===== src/rtl/ifetch_pkg.sv =====
// Shared types for the instruction-fetch stage. IFETCH_MISALIGN_EN adds a misaligned flag to each entry.
package ifetch_pkg;

    localparam int IF_ADDR_W = 32;
    localparam int IF_DATA_W = 32;
    localparam logic [IF_DATA_W-1:0] NOP = 32'h0000_0013;

    typedef enum logic [1:0] {
        IDLE = 2'd0,
        REQ  = 2'd1,
        WAIT = 2'd2
    } ifetch_state_e;

    typedef struct packed {
        logic [IF_ADDR_W-1:0] pc;
        logic [IF_DATA_W-1:0] instr;
`ifdef IFETCH_MISALIGN_EN
        logic                 misaligned;
`endif
    } fetch_entry_t;

    function automatic logic [IF_ADDR_W-1:0] word_addr(input logic [IF_ADDR_W-1:0] pc);
        return {pc[IF_ADDR_W-1:2], 2'b00};
    endfunction

endpackage


===== src/rtl/ifetch_fifo.sv =====
// Small synchronous FIFO for fetched entries; clear wins over push and pop in the same cycle.
module ifetch_fifo #(
    parameter int WIDTH = 64,
    parameter int DEPTH = 2
) (
    input  logic                     clk,
    input  logic                     rst,
    input  logic                     clear_i,
    input  logic                     push_i,
    input  logic [WIDTH-1:0]         wdata_i,
    input  logic                     pop_i,
    output logic [WIDTH-1:0]         rdata_o,
    output logic                     full_o,
    output logic                     empty_o,
    output logic [$clog2(DEPTH):0]   count_o
);

    localparam int PTR_W = $clog2(DEPTH);
    localparam int CNT_W = $clog2(DEPTH) + 1;

    logic [WIDTH-1:0] mem_q [DEPTH];
    logic [PTR_W-1:0] wr_ptr_q;
    logic [PTR_W-1:0] rd_ptr_q;
    logic [CNT_W-1:0] count_q;
    logic             do_push;
    logic             do_pop;

    assign full_o  = (count_q == CNT_W'(DEPTH));
    assign empty_o = (count_q == '0);
    assign count_o = count_q;
    assign rdata_o = mem_q[rd_ptr_q];

    // A push into a full FIFO is accepted only when the head leaves in the same cycle.
    assign do_pop  = pop_i && !empty_o;
    assign do_push = push_i && (!full_o || do_pop);

    always_ff @(posedge clk or negedge rst) begin
        if (!rst) begin
            wr_ptr_q <= '0;
            rd_ptr_q <= '0;
            count_q  <= '0;
            for (int i = 0; i < DEPTH; i++) begin
                mem_q[i] <= '0;
            end
        end else if (clear_i) begin
            wr_ptr_q <= '0;
            rd_ptr_q <= '0;
            count_q  <= '0;
        end else begin
            if (do_push) begin
                mem_q[wr_ptr_q] <= wdata_i;
                wr_ptr_q        <= wr_ptr_q + 1'b1;
            end
            if (do_pop) begin
                rd_ptr_q <= rd_ptr_q + 1'b1;
            end
            unique case ({do_push, do_pop})
                2'b10:   count_q <= count_q + 1'b1;
                2'b01:   count_q <= count_q - 1'b1;
                default: ;
            endcase
        end
    end

endmodule


===== src/rtl/ifetch_unit.sv =====
// Instruction fetch: one outstanding memory read, results buffered for decode, flush drops wrong-path work.
// Build option IFETCH_MISALIGN_EN: misaligned PCs bypass memory and are tagged through id_misaligned.
module ifetch_unit
    import ifetch_pkg::*;
#(
    parameter int ADDRESS    = IF_ADDR_W,
    parameter int DATA       = IF_DATA_W,
    parameter int FIFO_DEPTH = 2
) (
    input  logic                         clk,
    input  logic                         rst,
    input  logic [ADDRESS-1:0]           pc_in,
    input  logic                         pc_valid,
    output logic                         pc_ready,
    input  logic                         flush,
    output logic                         imem_req,
    output logic [ADDRESS-1:0]           imem_addr,
    input  logic                         imem_gnt,
    input  logic                         imem_rvalid,
    input  logic [DATA-1:0]              imem_rdata,
    output logic                         id_valid,
    input  logic                         id_ready,
    output logic [DATA-1:0]              id_instr,
    output logic [ADDRESS-1:0]           id_pc,
`ifdef IFETCH_MISALIGN_EN
    output logic                         id_misaligned,
`endif
    output ifetch_state_e                dbg_state,
    output logic [$clog2(FIFO_DEPTH):0]  dbg_fifo_count
);

    // Handshakes: a transfer happens in a cycle where both sides are high
    // (pc_valid/pc_ready, imem_req/imem_gnt, id_valid/id_ready); a requester holds
    // its payload stable until the transfer, and imem_rvalid is a one-cycle data beat.

    ifetch_state_e      state_q, state_d;
    logic [ADDRESS-1:0] req_pc_q, req_pc_d;
    logic               discard_q, discard_d;

    fetch_entry_t push_entry;
    fetch_entry_t head_entry;
    logic         fifo_push;
    logic         fifo_pop;
    logic         fifo_full;
    logic         fifo_empty;

    ifetch_fifo #(
        .WIDTH ($bits(fetch_entry_t)),
        .DEPTH (FIFO_DEPTH)
    ) u_fifo (
        .clk     (clk),
        .rst     (rst),
        .clear_i (flush),
        .push_i  (fifo_push),
        .wdata_i (push_entry),
        .pop_i   (fifo_pop),
        .rdata_o (head_entry),
        .full_o  (fifo_full),
        .empty_o (fifo_empty),
        .count_o (dbg_fifo_count)
    );

    always_ff @(posedge clk or negedge rst) begin
        if (!rst) begin
            state_q   <= IDLE;
            req_pc_q  <= '0;
            discard_q <= 1'b0;
        end else begin
            state_q   <= state_d;
            req_pc_q  <= req_pc_d;
            discard_q <= discard_d;
        end
    end

    // A fetch starts only when its result is guaranteed a FIFO slot.
    always_comb begin
        state_d    = state_q;
        req_pc_d   = req_pc_q;
        discard_d  = discard_q;
        pc_ready   = 1'b0;
        imem_req   = 1'b0;
        fifo_push  = 1'b0;
        push_entry = '0;
        unique case (state_q)
            IDLE: begin
                if (pc_valid && !flush && !fifo_full) begin
`ifdef IFETCH_MISALIGN_EN
                    if (pc_in[1:0] != 2'b00) begin
                        fifo_push             = 1'b1;
                        push_entry.pc         = pc_in;
                        push_entry.instr      = '0;
                        push_entry.misaligned = 1'b1;
                        pc_ready              = 1'b1;
                    end else begin
                        state_d  = REQ;
                        req_pc_d = pc_in;
                    end
`else
                    state_d  = REQ;
                    req_pc_d = pc_in;
`endif
                end
            end
            REQ: begin
                imem_req = 1'b1;
                if (imem_gnt) begin
                    state_d = WAIT;
                    if (flush) begin
                        discard_d = 1'b1;
                    end else begin
                        pc_ready = 1'b1;
                    end
                end else if (flush) begin
                    state_d = IDLE;
                end
            end
            WAIT: begin
                if (flush) begin
                    discard_d = 1'b1;
                end
                if (imem_rvalid) begin
                    state_d          = IDLE;
                    discard_d        = 1'b0;
                    fifo_push        = !discard_q && !flush;
                    push_entry.pc    = req_pc_q;
                    push_entry.instr = imem_rdata;
                end
            end
            default: state_d = IDLE;
        endcase
    end

    assign fifo_pop  = id_valid && id_ready;
    assign imem_addr = word_addr(req_pc_q);
    assign id_valid  = !fifo_empty;
    assign id_instr  = head_entry.instr;
    assign id_pc     = head_entry.pc;
    assign dbg_state = state_q;
`ifdef IFETCH_MISALIGN_EN
    assign id_misaligned = head_entry.misaligned;
`endif

endmodule


===== config.mk =====
export PLATFORM = sky130hd
export DESIGN_NAME = ifetch_unit
export DESIGN_NICKNAME = d
export VERILOG_FILES = /design/src/rtl/ifetch_pkg.sv /design/src/rtl/ifetch_fifo.sv /design/src/rtl/ifetch_unit.sv
export SDC_FILE = /design/constraint.sdc
export NUM_CORES = 1
export LEC_CHECK = 0
export BUFFER_PORTS_ARGS = -buffer_cell sky130_fd_sc_hd__buf_2
export CAP_MARGIN = 20
export CORE_UTILIZATION = 51
export CTS_BUF_LIST = sky130_fd_sc_hd__clkbuf_2 sky130_fd_sc_hd__clkbuf_4 sky130_fd_sc_hd__clkbuf_8
export CTS_CLUSTER_DIAMETER = 60
export DETAILED_ROUTE_END_ITERATION = 12
export PLACE_DENSITY = 0.79
export SLEW_MARGIN = 15
export SYNTH_ARGS = -nofsm -noshare
export SYNTH_HDL_FRONTEND = slang
export SYNTH_SLANG_ARGS = --single-unit

===== constraint.sdc =====
create_clock -name clk -period 1.8 [get_ports clk]
set_clock_uncertainty 0.05 [all_clocks]
set_input_delay 0.18 -clock clk [delete_from_list [all_inputs] [get_ports clk]]
set_output_delay 0.18 -clock clk [all_outputs]
set_load 0.01 [all_outputs]

==> metrics.cfg <==
[run_status]
status=finished with violations
violations=setup timing

[global_route]
overflow=0
antenna_found_initial=0
grt_pass1_wl_um=27000
track_usage_pct=22.1
grt_pass1_vias=5275
grt_max_degree=85

[floorplanning]
start_util_pct=52.3
dieArea_um2=15500
core_um2=14600
die_h_um=124
io_pins=174
fp-row-count=44
die_width_um=124

[clock_tree]
cts_tree=yes
clk_latency_ns=0.45
clock-root-buffer=clkbuf_8
numClockSinks=167
cts_made_buffers=17
clk_path_buf_depth=2
htree_levels=4
cts.clk_slew.worst_paths_ns=0.09

[logic_synthesis]
synth_area_um2=7630
synthMuxAreaShare_pct=35.5
netlist.area_leader.share_pct=54.8
synth-seq-cells=167
synth_area_leaders=dfrtp_1 55%, mux2_2 26%, mux2_4 9.6%, buf_4 3.2%, buf_12 1.6%
yosys.area_share.simple_pct=2.07
synth_top_family_by_area=multiplexers
ys_types=36
ys_top_cells_by_count=175 x mux2_2, 167 x dfrtp_1, 49 x mux2_4
synthAdderAreaFrac_pct=0
synth_edf_count=0
synthCells=483
postSynthAreaPerCell_um2=15.8
yosys.area.top_type=dfrtp_1
async_flop_share_pct=100
synth_xor_area_share_pct=0.115
ys_dominant_reg_cell=dfrtp_1
synth_compound_area_share_pct=1.13
yosys_warnings=0
yosysSeqAreaShare_pct=54.8
yosysMostFrequentCell=mux2_2

[place]
place_ws_ns=0.00501
dpl.cell_count=805
gp_congestion=0.775
hpwlAfterDp_um=10400
portBuffers=171

[route]
first_pass_iters=4
num_vias=4731
drt-vias-per-instance=5.16
wl_per_cell_um=18.5
ant_nets=0
drc=0
routed_wl_um=16900
first_iter_violations=181
wl_met1_um=7180
maxUsedRoutingLayer=met4
wl_met2_um=8680
wl_met3_um=823

[power_and_ir_drop]
power_density_nw_per_um2=968
power.leakage_nw=5.18
finalPower_mw=9.75
peakVddDrop_mv=0.617

[flow_run]
drv_cap=0

[worst_setup_path]
r2r_setup_slack_ns=-0.07
crit_type=flip-flop to flip-flop
cp_max_fo=8
crit_arrival_ns=2.15
critPathRequiredTime_ns=2.08
critical_path.startpoint_type=flip-flop
end_kind=flip-flop

[final_layout]
drive_gt1_share_pct=64.3
antenna_cells=0
layout.nets=792
fin_cells=917
areaGrowthSynthToFinish_pct=32.0

[timing]
period_share_pct=104
fin_ws_ns=-0.0670
hold_viol_final=0
finalMaxSlewViolations=0
period_needed_ns=1.87
fmax_mhz=536
rsz0062_at_grt=true
finalSetupViolations=143

[min_path]
hp-class=input pin to asynchronous set/reset pin

## through the flow
step / utilization, % / TNS, ns / area, um2 / hold WS (ns)
2_1_floorplan: - / -5.31 / 7630 / -0.166
3_3_place_gp: 58.4 / 0 / 8530 / -0.0351
3_5_place_dp: 58.4 / 0 / 8530 / -0.0313
4_1_cts: 66.8 / -5.20 / 9750 / 0.0508
5_1_grt: 69.0 / -16.79 / 10100 / 0.0648
6_report: 69.0 / -4.11 / 10100 / 0.0755
## state kept, by name, summed over array words and instances, names as in the netlist
register	cells
u_fifo.wr_ptr_q	1
req_pc_q	32
u_fifo.count_o	2
discard_q	1
u_fifo.rd_ptr_q	1
u_fifo.mem_q	128
dbg_state	2
## repair_timing
item / 4_1_cts / 5_1_grt
gates cloned: 1 / 6
hold endpoints to repair: 267 / 0
pin swaps: 1 / 2
gates resized for setup: 6 / 33
setup buffers: 0 / 6
setup endpoints to repair: 95 / 193
hold buffers: 68 / 0
## power by group
group          switching (mW)  total (mW)  internal [mW]
combinational           0.798        1.95           1.15
sequential              0.369        4.56           4.19
clock                    1.30        3.25           1.94
total                    2.47        9.75           7.28
## final cells by class
type                            instances  area, um2
Clock buffer                           23        298
Clock inverter                          8        193
Fill cell                             934       4520
Inverter                                2       7.51
Multi-Input combinational cell        259       3050
Sequential cell                       167       4180
Tap cell                              184        230
Timing Repair Buffer                  274       2120
## worst max-delay path: stages, from the launching register on
cell,delay [ns]
dfrtp_1,0.43
nor4b_4,0.30
and4b_4,0.32
buf_12,0.16
clkbuf_16,0.18
mux2_4,0.30
## final timing paths
check                                             start                             to  cells after the start
setup / recovery                  discard_q$_DFFE_PN0P_  u_fifo.mem_q[118]$_DFFE_PN0P_                      5
min in group clk                               id_ready  u_fifo.count_o[1]$_DFFE_PN0P_                      4
max in group asynchronous                           rst    u_fifo.rd_ptr_q$_DFFE_PN0P_                      3
hold / removal                                      rst   u_fifo.mem_q[42]$_DFFE_PN0P_                      2
hold reg to reg            u_fifo.mem_q[53]$_DFFE_PN0P_   u_fifo.mem_q[53]$_DFFE_PN0P_                      1
setup reg to reg                  discard_q$_DFFE_PN0P_  u_fifo.mem_q[118]$_DFFE_PN0P_                      5
## layer usage
metal | global-route usage, % | vias to the layer above
li1 | - | 2170
met1 | 27.1 | 2408
met2 | 38.0 | 129
met3 | 5.76 | 24
met4 | 6.73 | 0
met5 | 0 | -
## logic make-up after synthesis
logic type / count (synthesis)
muxes: 224
DFF: 167
buffers and inverters: 58
and+or+nand+nor: 20
AOI/OAI and AO/OA: 12
xor gates and xnor gates: 1
other: 1
## placed cells by master, fill, tap and decap left out, types with 2 or more instances in the layout
| cell type | synthesis | final |
|---|---|---|
| a31oi_1 | 2 | 2 |
| buf_12 | 6 | 10 |
| buf_16 | 0 | 2 |
| buf_2 | 3 | 165 |
| buf_4 | 33 | 13 |
| buf_6 | 6 | 9 |
| buf_8 | 0 | 2 |
| bufinv_16 | 0 | 6 |
| clkbuf_16 | 0 | 5 |
| clkbuf_4 | 0 | 3 |
| clkbuf_8 | 0 | 20 |
| conb_1 | 1 | 2 |
| dfrtp_1 | 167 | 165 |
| dfrtp_2 | 0 | 2 |
| dlygate4sd3_1 | 0 | 68 |
| mux2_2 | 175 | 154 |
| mux2_4 | 49 | 70 |
| nand2_1 | 3 | 3 |
| nand2b_1 | 2 | 2 |
| nor2_1 | 3 | 2 |
| o21ai_0 | 2 | 2 |
Note: power is estimated with default switching activity, not from simulation.
